`config.mk`:
```
export PLATFORM = sky130hd
export DESIGN_NAME = pulse_counter_n
export DESIGN_NICKNAME = d
export VERILOG_FILES = /design/src/rtl/pulse_counter_n.sv
export SDC_FILE = /design/constraint.sdc
export NUM_CORES = 1
export LEC_CHECK = 0
export BUFFER_PORTS_ARGS = -buffer_cell sky130_fd_sc_hd__buf_2
export CORE_MARGIN = 2
export CORE_UTILIZATION = 35
export CTS_CLUSTER_SIZE = 14
export DETAILED_ROUTE_END_ITERATION = 10
export SLEW_MARGIN = 0
export SYNTH_ARGS = -nofsm -noshare
export SYNTH_HDL_FRONTEND = slang
export SYNTH_SLANG_ARGS = --single-unit
export TNS_END_PERCENT = 30
```
`constraint.sdc`:
```
create_clock -name clk -period 2.13 [get_ports clk]
set_input_delay 0.1065 -clock clk [delete_from_list [all_inputs] [get_ports clk]]
set_output_delay 0.1065 -clock clk [all_outputs]
set_load 0.01 [all_outputs]
```
`src/rtl/pulse_counter_n.sv`:
```
// Terminal-count event counter: counts rising edges of async input c
// after start; flags out in latch or wrap mode.
// Ports: clk, rst_n, start, c, terminal[W], wrap_mode ->
//        count[W], out, busy, overflow (all registered).
module pulse_counter_n #(
    parameter int WIDTH       = 4,
    parameter int SYNC_STAGES = 2
) (
    input  logic             clk,
    input  logic             rst_n,
    input  logic             start,
    input  logic             c,
    input  logic [WIDTH-1:0] terminal,
    input  logic             wrap_mode,
    output logic [WIDTH-1:0] count,
    output logic             out,
    output logic             busy,
    output logic             overflow
);

    typedef enum logic [1:0] {
        IDLE  = 2'd0,
        COUNT = 2'd1,
        DONE  = 2'd2
    } state_t;

    state_t                 state;
    logic [SYNC_STAGES-1:0] sync;
    logic                   prev;
    logic                   ev;
    logic [WIDTH-1:0]       term_q;
    logic                   mode_q;
    logic [WIDTH-1:0]       nxt;

    // One-cycle pulse per synchronised rising edge of c
    assign ev  = sync[SYNC_STAGES-1] & ~prev;
    assign nxt = count + 1'b1;

    always_ff @(posedge clk or negedge rst_n) begin
        if (!rst_n) begin
            sync <= '0;
            prev <= 1'b0;
        end else begin
            sync <= {sync[SYNC_STAGES-2:0], c};
            prev <= sync[SYNC_STAGES-1];
        end
    end

    always_ff @(posedge clk or negedge rst_n) begin
        if (!rst_n) begin
            state    <= IDLE;
            count    <= '0;
            out      <= 1'b0;
            busy     <= 1'b0;
            overflow <= 1'b0;
            term_q   <= '0;
            mode_q   <= 1'b0;
        end else if (start) begin
            // start outranks any coincident event
            state    <= COUNT;
            count    <= '0;
            out      <= 1'b0;
            busy     <= 1'b1;
            overflow <= 1'b0;
            term_q   <= terminal;
            mode_q   <= wrap_mode;
        end else begin
            unique case (state)
                IDLE: begin
                    out  <= 1'b0;
                    busy <= 1'b0;
                end
                COUNT: begin
                    out <= 1'b0;
                    if (ev) begin
                        // terminal 0 matches the all-ones -> 0 rollover
                        if (nxt == term_q) begin
                            out <= 1'b1;
                            if (mode_q) begin
                                count <= '0;
                            end else begin
                                count <= nxt;
                                state <= DONE;
                                busy  <= 1'b0;
                            end
                        end else begin
                            count <= nxt;
                        end
                    end
                end
                DONE: begin
                    out <= 1'b1;
                    if (ev) begin
                        overflow <= 1'b1;
                    end
                end
                default: begin
                    state <= IDLE;
                    busy  <= 1'b0;
                    out   <= 1'b0;
                end
            endcase
        end
    end

endmodule

```
==> reports/metrics.cfg, run 1 <==
[min_path]
hold_path_end=term_q[2]
holdPathStages=2
min_path_type=in2reg
hp-start=terminal[2]

[routing]
wl_um=1390
drc=0
dr.pass1.iters=4
drt-initial-drc-count=6
vias=541
wire_per_inst_um=12.1
ant_nets=0
routed_via_density=4.70

[placement]
portBuffers=15
place_hpwl_um=1080
routabilityCongestion=0.773
dp_slack_ns=0.467

[timing]
finalHoldViolCount=0
rsz0062_at_grt=false
setup_slack_ns=0.448
slew_violations=0
hold-worst-slack_ns=0.0483
timing.slew.headroom_pct=74.6
finalClockSkew_ns=0.00662
finalSetupTns_ns=0
finalCriticalPeriod_ns=1.68
period_share_pct=79.0
setup_violations=0
fmax_mhz=594
max_slew.worst_pin.slew_ns=0.381

[yosys]
synth-edff-count=0
syn_area_per_cell_sq_um=12.1
synth_warnings=0
async_reset_ff_share_pct=100
ys_types=26
yosysSeqAreaShare_pct=52.3
ys.flop_type=dfrtp_1
synth_area_sq_um=813
syn_inst=67
ys_ff_latch=17
syn_nets=79

[worst_setup_path]
path_cells=ha_1, xnor2_1, nand4_1, o21ai_0, o21ai_0
startpoint_type=register
worstPathMaxFanout=6
r2r_cells=5
cp.arrival_ns=1.84
cp-end-kind=register
reg2reg_from=count[0]
r2r_slack_ns=0.45
setup.worst_path.class=reg2reg
cpMaxStageDelayCell=dfrtp_1
r2r-end=count[0]
max_stage_delay_ns=0.45
cp_common_cell=o21ai_0
cp.required_ns=2.29

[final_layout]
nNetsFinal=100
drive_above_1_share_pct=31.0
fillers=221
final_common_cell=dfrtp_1
layout_common_cells=17 x dfrtp_1, 15 x buf_2, 5 x inv_1, 5 x mux2_2, 5 x nand2_1
area_growth_syn_to_layout_pct=18.8
antenna_cells=0

[cts]
cts_buffer_depth=2
ctsHtreeMaxLevel=1
cts_buffers=3
cts.sinks=17
cts-root-buf=clkbuf_4
cts.clk_slew.worst_paths_ns=0.10
cts_tree=yes
clk-insertion-delay-late_ns=0.28
postCtsSetupRepairBufs=0

[power_and_ir_drop]
netSwitchingPower_mw=0.165
total_power_mw=0.633
p_int_mw=0.468
vdd_drop_max_uv=478
pwr-share-seq_pct=57.5
netSwitchingFraction_pct=26.0
combPwrFrac_pct=16.0
p_clk_share_pct=26.5
power.leakage_nw=0.490
pwr_density_cell_nw_per_um2=655

[flow_run]
maxCapViolCount=0

[status]
status=complete, no violations

[floorplanning]
io_pins=16
initial_core_util_pct=36.8
dieWidth_um=52.2
die_h_um=52.2
num_rows=17
core_region_area_sq_um=2210
die-area_sq_um=2730

[global_routing]
grt_pass1_vias=534
track_usage_pct=12.3
grt_pass1_wl_um=2440
gr-total-overflow=0
grt_max_degree=18
antenna_found_initial=0

-- worst max-delay path: cells and delay by family, from the launching register on --
family                   cells  cell delay, ns
AND/OR/NAND/NOR              1            0.14
flip-flops                   1            0.45
XOR/XNOR                     1            0.21
adder cells (fa/ha/maj)      1            0.35
AO/OA/AOI/OAI                2            0.43
-- cell usage after synthesis (all sizes together), types with 2 or more instances --
cell	number	area share [%]
dfrtp	17	52
inv	5	2.3
mux2	5	6.9
nand2	5	2.3
o21ai	4	2.5
ha	3	4.6
xnor2	3	4.2
xor2	3	3.2
a31o	2	2.2
a31oi	2	1.5
nand3	2	1.2
nand4	2	2.3
nor2	2	0.92
nor2b	2	1.5
-- flip-flops by register name (all words and copies together), names as in the netlist --
signal and count:
count 4, term_q 4, state 2, sync 2, busy 1, mode_q 1, out 1, overflow 1
prev 1
-- stage by stage --
stage / util (%) / area (sq um) / instances
floorplan: - / 813 / 67
global placement: 41.6 / 920 / 109
detailed placement: 41.6 / 920 / 109
CTS: 43.7 / 966 / 115
global route: 43.7 / 966 / 115
finish: 43.7 / 966 / 115
-- final cells by class --
| cell class | instances | area, sq um | share of cell area (%) |
|---|---|---|---|
| Clock buffer | 4 | 26.3 | 2.72 |
| Inverter | 5 | 18.8 | 1.94 |
| Multi-Input combinational cell | 44 | 365 | 37.8 |
| Sequential cell | 17 | 425 | 44.0 |
| Tap cell | 28 | 35.0 | 3.63 |
| Timing Repair Buffer | 17 | 95.1 | 9.84 |
-- logic make-up (layout without fill, tap and decap cells) --
group / count (synthesis) / after routing / synth area share, %
AOI/OAI and AO/OA: 11 / 11 / 10.0
xor gates and xnor gates: 7 / 7 / 10.2
adders and majority gates: 3 / 3 / 4.62
buffers and inverters: 6 / 26 / 2.77
DFF: 17 / 17 / 52.3
muxes: 5 / 5 / 6.92
and+or+nand+nor: 18 / 18 / 13.2
-- layer usage --
layer | share of wire [%] | wire [um] | up-vias | global-route usage [%]
met5 | 0 | 0 | - | 0
met1 | 47 | 658 | 256 | 15.4
li1 | - | - | 273 | -
met3 | 6.1 | 85 | 0 | 5.71
met4 | 0 | 0 | 0 | 1.28
met2 | 47 | 650 | 12 | 20.3
-- worst max path at each step --
stage,slack (ns),end,depth (start not counted),start
6_report,0.45,count[0],5,count[0]
3_5_place_dp,0.47,busy,5,count[0]
3_3_place_gp,0.52,state[0],5,count[0]
2_1_floorplan,0.53,state[0],5,count[0]
4_1_cts,0.45,state[1],5,count[0]
5_1_grt,0.31,count[0],5,count[0]
-- power groups by stage --
stage	logic [mW]	registers [mW]	clock network, mW
after global routing	0.114	0.368	0.194
after detailed placement	0.101	0.371	0
final	0.101	0.364	0.168
after CTS	0.104	0.364	0.179
after floorplan	0.0664	0.370	0
after global placement	0.0972	0.370	0
-- what timing repair did --
action,in CTS,in global routing
hold buffers,2,0
endpoints found under the hold margin,18,0
gates resized for setup,0,0
Power figures use the tool's default switching activity.
==> run 2, diff against run 1 <==
==> constraint.sdc (replaced) <==
create_clock -name clk -period 1.65 [get_ports clk]
set_input_delay 0.0825 -clock clk [delete_from_list [all_inputs] [get_ports clk]]
set_output_delay 0.0825 -clock clk [all_outputs]
set_load 0.01 [all_outputs]
==> run 2 against run 1 <==
- clock-buffer cell count unchanged
- utilization is 1.6 points higher
- clock skew is 0.0040 ns lower
- worst setup slack got worse by 0.32 ns
- die area did not move
- global-route usage increased by 0.62 points
- clock power is 34% higher
- cell area up 3.6%
- worst hold slack got worse by 0.036 ns
- sequential power is 29% higher
- combinational power increased by 46%
- largest cell class unchanged
- highest routed layer is now met4
==> reports/metrics.cfg, run 2 (synthesis results as in run 1) <==
[final_layout]
layout_common_cells=17 x dfrtp_1, 15 x buf_2, 5 x inv_1, 5 x mux2_2, 5 x nand2_1  ; unchanged
antenna_cells=0  ; unchanged
final_common_cell=dfrtp_1  ; unchanged
nNetsFinal=102  ; was 100
drive_above_1_share_pct=34.8  ; was 31.0%
area_growth_syn_to_layout_pct=23.1  ; was 18.8%
largestRegisters=count (4), term_q (4)  ; unchanged

[power_and_ir_drop]
pwr_density_cell_nw_per_um2=841  ; was 655 nW/um^2
vdd_drop_max_uv=547  ; was 478 uV
power.leakage_nw=0.504  ; was 0.490 nW

[routing]
ant_nets=0  ; unchanged
drc=0  ; unchanged
dr.max_layer_used=met4  ; was met3
routed_via_density=4.85  ; was 4.70
dr.pass1.iters=4  ; unchanged
wl_met1_um=687  ; was 658 um
wl_met3_um=62  ; was 85 um
wl_um=1470  ; was 1390 um
wl_met2_um=686  ; was 650 um
wire_per_inst_um=12.5  ; was 12.1 um
vias=568  ; was 541
drt-initial-drc-count=3  ; was 6

[timing]
finalCriticalPeriod_ns=1.52  ; was 1.68 ns
rsz0062_at_grt=false  ; unchanged
setup_violations=0  ; unchanged
max_slew.worst_pin.slew_ns=0.378  ; was 0.381 ns
finalSetupTns_ns=0  ; unchanged
fmax_mhz=656  ; was 594 MHz
finalClockSkew_ns=0.00263  ; was 0.00662 ns
timing.slew.headroom_pct=74.8  ; was 74.6%
hold-worst-slack_ns=0.0119  ; was 0.0483 ns
slew_violations=0  ; unchanged
period_share_pct=92.3  ; was 79.0%
finalHoldViolCount=0  ; unchanged

[cts]
cts_buffer_depth=2  ; unchanged
ctsHtreeMaxLevel=1  ; unchanged
cts_buffers=3  ; unchanged
cts_tree=yes  ; unchanged
clk-insertion-delay-late_ns=0.29  ; was 0.28 ns
cts.clk_slew.worst_paths_ns=0.10  ; about the same
cts-root-buf=clkbuf_4  ; unchanged
cts.sinks=17  ; unchanged

[status]
status=complete, no violations  ; unchanged

[global_routing]
gr-total-overflow=0  ; unchanged
grt_pass1_wl_um=2520  ; was 2440 um
grt_pass1_vias=557  ; was 534
track_usage_pct=13.0  ; was 12.3%
grt_max_degree=18  ; unchanged
antenna_found_initial=0  ; unchanged

[worst_setup_path]
cp.arrival_ns=1.71  ; was 1.84 ns
cp-end-kind=register  ; unchanged
setup.worst_path.class=reg2reg  ; unchanged
worstPathMaxFanout=6  ; unchanged
cp.required_ns=1.84  ; was 2.29 ns
r2r_cells=4  ; was 5
startpoint_type=register  ; unchanged

[floorplanning]
num_rows=17  ; unchanged
initial_core_util_pct=36.8  ; unchanged
core_region_area_sq_um=2210  ; unchanged
dieWidth_um=52.2  ; unchanged
die-area_sq_um=2730  ; unchanged
die_h_um=52.2  ; unchanged
io_pins=16  ; unchanged

[placement]
place_hpwl_um=1110  ; was 1080 um
portBuffers=15  ; unchanged
routabilityCongestion=0.749  ; was 0.773

[min_path]
min_path_type=in2reg  ; unchanged
holdPathStages=2  ; unchanged

[flow_run]
maxCapViolCount=0  ; unchanged

-- run 2: changes by cell type in the layout (fill, tap and decap cells not counted), sizes merged --
| cell | previous run | this run |
|---|---|---|
| buf | 15 | 17 |
-- run 2: power breakdown --
part | switching [mW] | internal [mW]
logic | 0.0700 | 0.0770
clock network | 0.131 | 0.0942
registers | 0.0255 | 0.444
total | 0.226 | 0.616
-- run 2: area by class of cell --
| type | count | area [sq um] |
|---|---|---|
| Fill cell | 231 | 1210 |
| Multi-Input combinational cell | 44 | 385 |
| Timing Repair Buffer | 19 | 110 |
| Inverter | 5 | 18.8 |
| Sequential cell | 17 | 425 |
| Clock buffer | 4 | 26.3 |
| Tap cell | 28 | 35.0 |
-- run 2: path summary, 6_finish.rpt --
check	from	end	slack, ns
min in group asynchronous	rst_n	term_q[2]	0.22
setup reg to reg	count[2]	state[0]	0.13
setup / recovery	count[2]	state[0]	0.13
hold reg to reg	sync[0]	sync[1]	0.36
hold / removal	terminal[2]	term_q[2]	0.01
max in group asynchronous	rst_n	mode_q	1.15
-- run 2: critical path, cell delays in order (launching register included) --
cell,delay (ns)
dfrtp_1,0.43
xnor3_1,0.42
and3_4,0.21
nand3_1,0.11
a31o_1,0.24
-- run 2: repair_timing --
item | in CTS | in global routing
setup buffers | 0 | 1
resized for setup | 0 | 3
setup endpoints to repair | 0 | 7
hold buffers | 2 | 0
hold endpoints to repair | 18 | 0
-- run 2: per-stage QoR --
stage               util, %  std cells  area, sq um  setup slack [ns]  power, mW
floorplan                 -         67          813            0.0524      0.563
global placement       41.9        110          927            0.0893      0.607
detailed placement     41.9        110          927            0.0470      0.611
CTS                    44.0        116          973            0.0269      0.842
global route           45.2        117         1000           0.00783      0.894
finish                 45.2        117         1000             0.127      0.842
-- run 2: per-layer routing --
| metal | vias to the layer above | track usage [%] |
|---|---|---|
| met1 | 272 | 16.6 |
| met5 | - | 0 |
| met2 | 17 | 20.3 |
| li1 | 276 | - |
| met4 | 0 | 7.69 |
| met3 | 3 | 2.57 |
==> run 3, diff against run 2 <==
--- a/config.mk
+++ b/config.mk
@@ -5,6 +5,7 @@
 export SDC_FILE = /design/constraint.sdc
 export NUM_CORES = 1
 export LEC_CHECK = 0
+export ABC_AREA = 1
 export BUFFER_PORTS_ARGS = -buffer_cell sky130_fd_sc_hd__buf_2
 export CORE_MARGIN = 2
 export CORE_UTILIZATION = 35
==> run 3 against run 2 <==
- global-route usage rose by 0.87 points
- area after synthesis is 4.3% higher
- sequential power is 4% higher
- flip-flop and latch count did not move
- synthesized cell count increased by 63%
- worst setup slack improved by 0.022 ns
- clock skew barely moved
- total power up 12%
- sequential share of layout area is 1.7 points lower
- register-to-register slack better by 0.02 ns
- cell area up 4.2%
- critical endpoint unchanged
==> reports/metrics.cfg, run 3 <==
[worst_setup_path]
worst-path-buf-inv=0  ; unchanged
path_cells=ha_1, nor2_1, o21ai_0, nor2_2, nand2_1, nand2_2, nand2_2, nand2_1, nand2_1  ; was xnor3_1, and3_4, nand3_1, a31o_1
cp-end-kind=register  ; unchanged
crit_start=count[1]  ; was count[2]
cpMaxStageDelayCell=dfrtp_1  ; unchanged
cp_common_cell=nand2_1
setup.worst_path.class=reg2reg  ; unchanged
reg2reg_from=count[1]  ; was count[2]
max_stage_delay_ns=0.42  ; was 0.43 ns
cp.depth=9  ; was 4
cp_top_family=simple AND/OR/NAND/NOR gates  ; was flip-flops
r2r_slack_ns=0.15  ; was 0.13 ns
cp.required_ns=1.83  ; was 1.84 ns
r2r-end=state[0]  ; unchanged
critPathCapture=state[0]  ; unchanged
worstPathMaxFanout=4  ; was 6
r2r_cells=9  ; was 4
startpoint_type=register  ; unchanged
cp.arrival_ns=1.68  ; was 1.71 ns

[final_layout]
fin_area_sq_um=1040  ; was 1000 sq um
area_growth_syn_to_layout_pct=23.0  ; was 23.1%
drive_above_1_share_pct=19.4  ; was 34.8%
nNetsFinal=147  ; was 102
final_common_cell=nand2_1  ; was dfrtp_1
layout_common_cells=36 x nand2_1, 17 x inv_1, 17 x dfrtp_1, 15 x buf_2, 12 x nand3_1  ; was 17 x dfrtp_1, 15 x buf_2, 5 x inv_1, 5 x mux2_2, 5 x nand2_1
final_util_pct=46.3  ; was 45.2%
antenna_cells=0  ; unchanged
largestRegisters=count (4), term_q (4)  ; unchanged
final_cells=162  ; was 117

[floorplanning]
core_region_area_sq_um=2250  ; was 2210 sq um
num_rows=17  ; unchanged
io_pins=16  ; unchanged
die-area_sq_um=2830  ; was 2730 sq um
initial_core_util_pct=37.6  ; was 36.8%
die_h_um=53.2  ; was 52.2 um
dieWidth_um=53.2  ; was 52.2 um

[timing]
finalSetupTns_ns=0  ; unchanged
timing.slew.headroom_pct=74.3  ; was 74.8%
fmax_mhz=666  ; was 656 MHz
finalHoldViolCount=0  ; unchanged
slew_violations=0  ; unchanged
period_share_pct=91.0  ; was 92.3%
rsz0062_at_grt=false  ; unchanged
setup_violations=0  ; unchanged
finalClockSkew_ns=0.00261  ; was 0.00263 ns
max_slew.worst_pin.slew_ns=0.386  ; was 0.378 ns
finalCriticalPeriod_ns=1.50  ; was 1.52 ns

[power_and_ir_drop]
total_power_mw=0.943  ; was 0.842 mW
power.leakage_nw=0.588  ; was 0.504 nW
p_clk_share_pct=23.4  ; was 26.7%
pwr_density_cell_nw_per_um2=903  ; was 841 nW/um^2
netSwitchingPower_mw=0.293  ; was 0.226 mW
netSwitchingFraction_pct=31.0  ; was 26.9%
combPwrFrac_pct=24.9  ; was 17.5%
p_int_mw=0.650  ; was 0.616 mW
pwr-share-seq_pct=51.7  ; was 55.8%
vdd_drop_max_uv=575  ; was 547 uV

[placement]
place_hpwl_um=1230  ; was 1110 um
placed_cells=153  ; was 110
routabilityCongestion=0.824  ; was 0.749
place_area_sq_um=970  ; was 927 sq um
portBuffers=15  ; unchanged

[flow_run]
maxCapViolCount=0  ; unchanged

[yosys]
yosysSeqAreaShare_pct=50.1  ; was 52.3%
syn_area_per_cell_sq_um=7.78  ; was 12.1 sq um
ys_top_cells_by_area=dfrtp_1 50%, nand2_1 16%, inv_1 7.5%  ; was dfrtp_1 52%, mux2_2 6.9%, ha_1 4.6%
synth_warnings=0  ; unchanged
synth_top_cell_by_area=dfrtp_1  ; unchanged
yosys.cell_count.top_type=nand2_1  ; was dfrtp_1
synth_area_sq_um=848  ; was 813 sq um
ys_ff_latch=17  ; unchanged
ys.flop_type=dfrtp_1  ; unchanged
synth.top_cell.area_share_pct=50.1  ; was 52.3%
async_reset_ff_share_pct=100  ; unchanged
syn_inst=109  ; was 67
synth_common_cells=36 x nand2_1, 17 x dfrtp_1, 17 x inv_1  ; was 17 x dfrtp_1, 5 x inv_1, 5 x mux2_2, 5 x nand2_1, 4 x o21ai_0
syn_nets=121  ; was 79
synth-edff-count=0  ; unchanged
ys_types=16  ; was 26

[routing]
wire_per_inst_um=9.78  ; was 12.5 um
routed_via_density=4.73  ; was 4.85
drc=0  ; unchanged
wl_um=1590  ; was 1470 um
dr.pass1.iters=4  ; unchanged
drt-initial-drc-count=17  ; was 3
vias=766  ; was 568
ant_nets=0  ; unchanged

[global_routing]
grt_max_degree=18  ; unchanged
antenna_found_initial=0  ; unchanged
grt_pass1_vias=694  ; was 557
gr-total-overflow=0  ; unchanged
grt_pass1_wl_um=2750  ; was 2520 um
track_usage_pct=13.8  ; was 13.0%

[cts]
cts_buffers=3  ; unchanged
cts.clk_slew.worst_paths_ns=0.09  ; was 0.10 ns
cts.sinks=17  ; unchanged
ctsResizeCount=0  ; unchanged
ctsHtreeMaxLevel=1  ; unchanged
cts_tree=yes  ; unchanged
cts_buffer_depth=2  ; unchanged
cts-root-buf=clkbuf_4  ; unchanged
clk-insertion-delay-late_ns=0.29  ; about the same

[status]
status=complete, no violations  ; unchanged

[min_path]
min_path_type=in2reg  ; unchanged

## run 3: cell families (layout without fill, tap and decap cells)
logic type                 after synthesis  after routing  synth area share, %
AOI/OAI and AO/OA                       11             11                 7.23
adders and majority gates                3              3                 4.43
and+or+nand+nor                         60             60                 30.2
buffers and inverters                   18             43                 7.96
DFF                                     17             17                 50.1
## run 3: worst min-delay path by stage
| stage | cells past startpoint | from | slack (ns) | endpoint |
|---|---|---|---|---|
| 2_1_floorplan | 0 | rst_n | -0.21 | busy |
| 3_3_place_gp | 1 | rst_n | 0.03 | term_q[2] |
| 3_5_place_dp | 1 | rst_n | 0.03 | mode_q |
| 4_1_cts | 3 | terminal[0] | 0.003 | term_q[0] |
| 5_1_grt | 3 | terminal[0] | 0.01 | term_q[0] |
| 6_report | 3 | terminal[0] | 0.003 | term_q[0] |
## run 3: cell type report
cell class                      count  area, sq um
Clock buffer                        4         26.3
Fill cell                         237         1210
Timing Repair Buffer               22          138
Inverter                           17         63.8
Sequential cell                    17          425
Multi-Input combinational cell     74          355
Tap cell                           28         35.0
## run 3: what timing repair did
item / in CTS / in global routing
hold buffers: 4 / 0
setup endpoints to repair: 0 / 4
endpoints found under the hold margin: 20 / 0
setup buffers: 0 / 1
## run 3: per-stage QoR
step                      worst slack (ns)  hold WS (ns)
after global placement               0.146        0.0282
after floorplan                      0.125        -0.213
after detailed placement             0.107        0.0306
final                                0.149       0.00341
after CTS                           0.0924       0.00295
after global routing               0.00846        0.0149
## run 3: worst reg2reg max path: stages (launching register included)
cell     delay [ns]
dfrtp_1        0.42
ha_1           0.32
nor2_1         0.10
o21ai_0        0.10
nor2_2         0.13
nand2_1        0.08
nand2_2        0.08
nand2_2        0.05
nand2_1        0.06
nand2_1        0.04
## run 3: metal layers
| metal | global-route usage [%] | wire length, um | vias to the layer above |
|---|---|---|---|
| met1 | 17.0 | 744 | 351 |
| li1 | - | - | 393 |
| met2 | 22.0 | 740 | 18 |
| met4 | 10.3 | 30 | 0 |
| met3 | 1.69 | 70 | 4 |
| met5 | 0 | 0 | - |
## run 3: power by group through the flow
stage	logic, mW	registers (mW)	clock network [mW]
after global placement	0.228	0.495	0
after detailed placement	0.231	0.497	0
final	0.235	0.487	0.220
after floorplan	0.148	0.502	0
after CTS	0.238	0.488	0.231
after global routing	0.281	0.493	0.250
